### config.mk
export PLATFORM = sky130hd
export DESIGN_NAME = branch_unit
export DESIGN_NICKNAME = d
export VERILOG_FILES = /design/src/rtl/branch_unit.sv
export SDC_FILE = /design/constraint.sdc
export NUM_CORES = 1
export LEC_CHECK = 0
export CAP_MARGIN = 20
export CORE_ASPECT_RATIO = 0.8
export CORE_MARGIN = 3
export CORE_UTILIZATION = 31
export CTS_BUF_LIST = sky130_fd_sc_hd__clkbuf_4
export DETAILED_ROUTE_END_ITERATION = 16
export PLACE_DENSITY = 0.75
export SLEW_MARGIN = 0
export SYNTH_ARGS = -nofsm -noshare
export SYNTH_HDL_FRONTEND = slang
export SYNTH_SLANG_ARGS = --single-unit
### constraint.sdc
create_clock -name clk -period 5 [get_ports clk]
set_input_delay 1 -clock clk [delete_from_list [all_inputs] [get_ports clk]]
set_output_delay 1 -clock clk [all_outputs]
set_load 0.005 [all_outputs]
### src/rtl/branch_unit.sv
// Branch-condition evaluator for the RV32I execute stage: combinational taken flag plus a registered copy.
// Optional statistics counters are enabled with `define BRANCH_STATS_EN.
module branch_unit #(
  parameter int unsigned DATA_WIDTH = 32
) (
  input  logic                  clk,
  input  logic                  rst_n,
  input  logic [DATA_WIDTH-1:0] srcA,
  input  logic [DATA_WIDTH-1:0] srcB,
  input  logic [3:0]            aluControl,
  input  logic                  branch_i,
  output logic                  zero,
  output logic                  taken_q,
  output logic                  valid_q
`ifdef BRANCH_STATS_EN
  ,
  output logic [31:0]           br_count,
  output logic [31:0]           taken_count
`endif
);

  logic eq, lt_s, lt_u;
  logic is_br_op;
  logic taken_d, valid_d;

  assign eq   = (srcA == srcB);
  assign lt_s = ($signed(srcA) < $signed(srcB));
  assign lt_u = (srcA < srcB);

  // Branch decode; 1010/1011 and all bit3=0 codes are not branches
  always_comb begin
    zero     = 1'b0;
    is_br_op = 1'b0;
    case (aluControl)
      4'b1000: begin zero = eq;    is_br_op = 1'b1; end
      4'b1001: begin zero = ~eq;   is_br_op = 1'b1; end
      4'b1100: begin zero = lt_s;  is_br_op = 1'b1; end
      4'b1101: begin zero = ~lt_s; is_br_op = 1'b1; end
      4'b1110: begin zero = lt_u;  is_br_op = 1'b1; end
      4'b1111: begin zero = ~lt_u; is_br_op = 1'b1; end
      default: ;
    endcase
  end

  always_comb begin
    taken_d = branch_i ? zero : taken_q;
    valid_d = branch_i;
  end

  always_ff @(posedge clk or negedge rst_n) begin
    if (!rst_n) begin
      taken_q <= 1'b0;
      valid_q <= 1'b0;
    end else begin
      taken_q <= taken_d;
      valid_q <= valid_d;
    end
  end

`ifdef BRANCH_STATS_EN
  localparam int unsigned CNT_W = 32;

  logic [CNT_W-1:0] br_cnt_q, br_cnt_d;
  logic [CNT_W-1:0] tk_cnt_q, tk_cnt_d;

  // Counters wrap naturally at 2^32
  always_comb begin
    br_cnt_d = br_cnt_q + CNT_W'(branch_i & is_br_op);
    tk_cnt_d = tk_cnt_q + CNT_W'(branch_i & is_br_op & zero);
  end

  always_ff @(posedge clk or negedge rst_n) begin
    if (!rst_n) begin
      br_cnt_q <= '0;
      tk_cnt_q <= '0;
    end else begin
      br_cnt_q <= br_cnt_d;
      tk_cnt_q <= tk_cnt_d;
    end
  end

  assign br_count    = br_cnt_q;
  assign taken_count = tk_cnt_q;
`endif

endmodule

==> results by group <==
GRT
  – Grt total ovfl: 0
  – GR Util All Layers: 14.8%
  – Vias in the first global route: 1,096
  – Initial antenna violation count: 0
  – Pin count of the biggest net entering global routing: 5
  – First-pass GRT wire length: 4230 µm

Placed design
  – Placed cell area: 0.00171 mm²
  – Detail Placement HPWL: 2550 µm
  – Post-place setup slack: 0.619 ns
  – Port Buf Inserts: 73
  – Placed cell count: 237
  – GP Congestion: 0.693

STA
  – Setup ws final: 0.622 ns
  – Total negative slack: 0 ns
  – Fin crit share: 87.6%
  – Fmax: 0.228 GHz
  – Clk_skew: 0 ns
  – Pins Over Slew Limit: 0
  – # setup viols final: 0
  – Final number of hold-violating endpoints: 0
  – Rel. slew slack: 83.5%
  – Final hold slack: 0.628 ns
  – RSZ-0062 raised after global routing: false
  – Slew at the pin closest to its max-slew limit: 0.246 ns
  – Min cycle time layout: 4.38 ns

Outcome
  – Status: finished, final reports clean

Drt
  – # DRC: 0
  – Met2 routed WL: 1340 µm
  – Vias per cell: 4.72
  – DRT met1 WL: 1100 µm
  – Drt pass-1 iters: 4
  – Top layer in use: met3
  – Via count: 1,132
  – Post-DRT Antenna Nets: 0
  – Initial DRC Count: 14
  – Met3 wire len: 229 µm
  – Drt total wl: 2670 µm
  – WL per Instance: 11.1 µm

Synthesis
  – Most frequent cells after synthesis: inv_1, ha_1, a21oi_1, nand2_1, nand4_1
  – Syn Area/Cell: 7.37 µm²
  – Post-Synthesis Cells: 126
  – Most used DFF post-synth: dfrtp_1
  – Top area cells in the synthesized netlist: ha_1, inv_1, a21oi_1
  – Syn_nets: 229
  – Synth area leader: ha_1
  – Share of the synthesized area in the top cell type: 43.1%
  – Seq cells post-synth: 2
  – Synth Cell Area: 928 µm²
  – EDFF count, synth: 0
  – Seq/Total Area, Yosys: 5.39%
  – Yosys warns: 0
  – Count leader, synth: inv_1
  – Synth unique cells: 24
  – Fraction of registers with async set/reset: 100%

Layout
  – Antenna diodes: 0
  – Total Nets Final: 307
  – Final Instance Area: 0.00173 mm²
  – Fillers: 262
  – Area growth, synth to finish: 86.3%
  – Fin util: 61.6%
  – Layout cells sized above 1: 2.97%
  – Final Non-Filler Cells: 240

Clocking
  – CTS tree: done
  – Hold Buf Count CTS: 0
  – Worst-Skew Late Latency: 0.22 ns
  – TritonCTS Buffers: 3
  – Resized cells post-CTS: 0
  – CTS sink cnt: 2
  – CTS max path bufs: 2
  – CTS H-tree lvls: 1
  – Worst-path clk slew: 0.03 ns
  – # Post-CTS Setup Buffers: 0
  – Root buffer cell: clkbuf_4

Worst setup path
  – Reg2Reg Depth: 3
  – Worst path slowest cell: clkdlybuf4s50_1
  – Required @ worst endpoint: 4.00 ns
  – CP top delay family: buffers and inverters
  – CP peak stage delay: 0.51 ns
  – Reg2Reg Capture Point: taken_q
  – Worst setup EP type: output port
  – Crit path max fanout: 3
  – Cells along the critical path: clkdlybuf4s50_1, inv_1, ha_1, a21oi_1, o21ai_0, a221oi_2, o211ai_1, a21oi_1, xnor2_1, o21ai_1, clkdlybuf4s50_1
  – R2R Setup Slk: 4.27 ns
  – Buf/Inv on CP: 3
  – Arrival time of the worst setup path: 3.38 ns
  – Critical path startpoint category: primary input
  – Worst Setup Path Type: primary input to output port
  – Worst r2r src: taken_q

Floorplan
  – Die H: 54.9 µm
  – CORE AREA: 0.00281 mm²
  – Rows: 17
  – Die Span X: 67.2 µm
  – # IOs: 74
  – Die ar.: 0.00369 mm²
  – Initial core utilization: 33.1%

Power
  – Pwr per Cell Area: 104 mW/mm²
  – Pwr Total: 0.180 mW
  – Seq pwr share: 10.1%
  – Switching Share: 30.4%
  – Pint: 0.125 mW
  – P_leak: 0.858 nW
  – P_sw: 0.0547 mW
  – Comb power frac: 70.5%
  – Clk pwr share: 19.4%
  – VDD IR max: 0.0000373 V

Min path
  – Worst hold start: taken_q
  – Hold Crit Depth: 3
  – Worst hold-check path type: flop to flop
  – Hold endpoint: taken_q

Flow run
  – Number of max-cap violations: 0
## worst max-delay path by stage
stage | start | to | slack (ns) | cells past startpoint
3_3_place_gp | srcB[1] | zero | 0.65 | 11
4_1_cts | srcB[10] | zero | 0.61 | 11
5_1_grt | srcB[19] | zero | 0.36 | 11
6_report | srcB[7] | zero | 0.62 | 11
3_5_place_dp | srcB[10] | zero | 0.62 | 10
2_1_floorplan | srcB[1] | zero | 1.70 | 9
## tightest hold or removal path, stage by stage (launching register included)
cell and delay, ns:
dfrtp_1 0.33, nor2_1 0.05, a21o_1 0.14, o21ai_1 0.07
## layer usage
| metal | up-vias | global-route usage (%) |
|---|---|---|
| met5 | - | 0 |
| met4 | 0 | 4.04 |
| met3 | 0 | 3.03 |
| met2 | 41 | 26.9 |
| met1 | 496 | 17.8 |
| li1 | 595 | - |
## area by class of cell
type | count | area (µm²) | share of cell area (%)
clock buffers | 3 | 22.5 | 1.30
inverters | 33 | 124 | 7.16
multi-input cells | 91 | 754 | 43.6
flip-flops and latches | 2 | 50.0 | 2.89
well taps | 38 | 47.5 | 2.75
repair buffers | 73 | 731 | 42.3
## cell families after synthesis
family | share of synthesized area [%]
flip-flops | 5.39
XOR/XNOR | 2.83
adder cells (fa/ha/maj) | 43.1
buffers and inverters | 13.3
AND/OR/NAND/NOR | 16.3
AO/OA/AOI/OAI | 19.0
## flip-flops by register name, indices dropped and copies added (netlist names)
signal / count
taken_q: 1
valid_q: 1
## power by group through the flow
stage / registers [mW] / clock network [mW] / logic (mW)
6_report: 0.0182 / 0.0349 / 0.127
5_1_grt: 0.0182 / 0.0405 / 0.143
4_1_cts: 0.0182 / 0.0361 / 0.129
3_5_place_dp: 0.0184 / 0 / 0.128
3_3_place_gp: 0.0183 / 0 / 0.123
2_1_floorplan: 0.0186 / 0 / 0.0538
## placed cells by master, fill, tap and decap left out, types with 2 or more instances in the layout
cell type and instances:
a21o_1 2, a21oi_1 12, clkbuf_4 3, clkdlybuf4s50_1 73
dfrtp_1 2, ha_1 32, inv_1 33, nand2_1 8
nand3_1 6, nand4_1 8, nor2_1 3, o211ai_1 2
o21ai_0 3, o21ai_1 2, xnor2_1 2
Power figures use the tool's default switching activity.
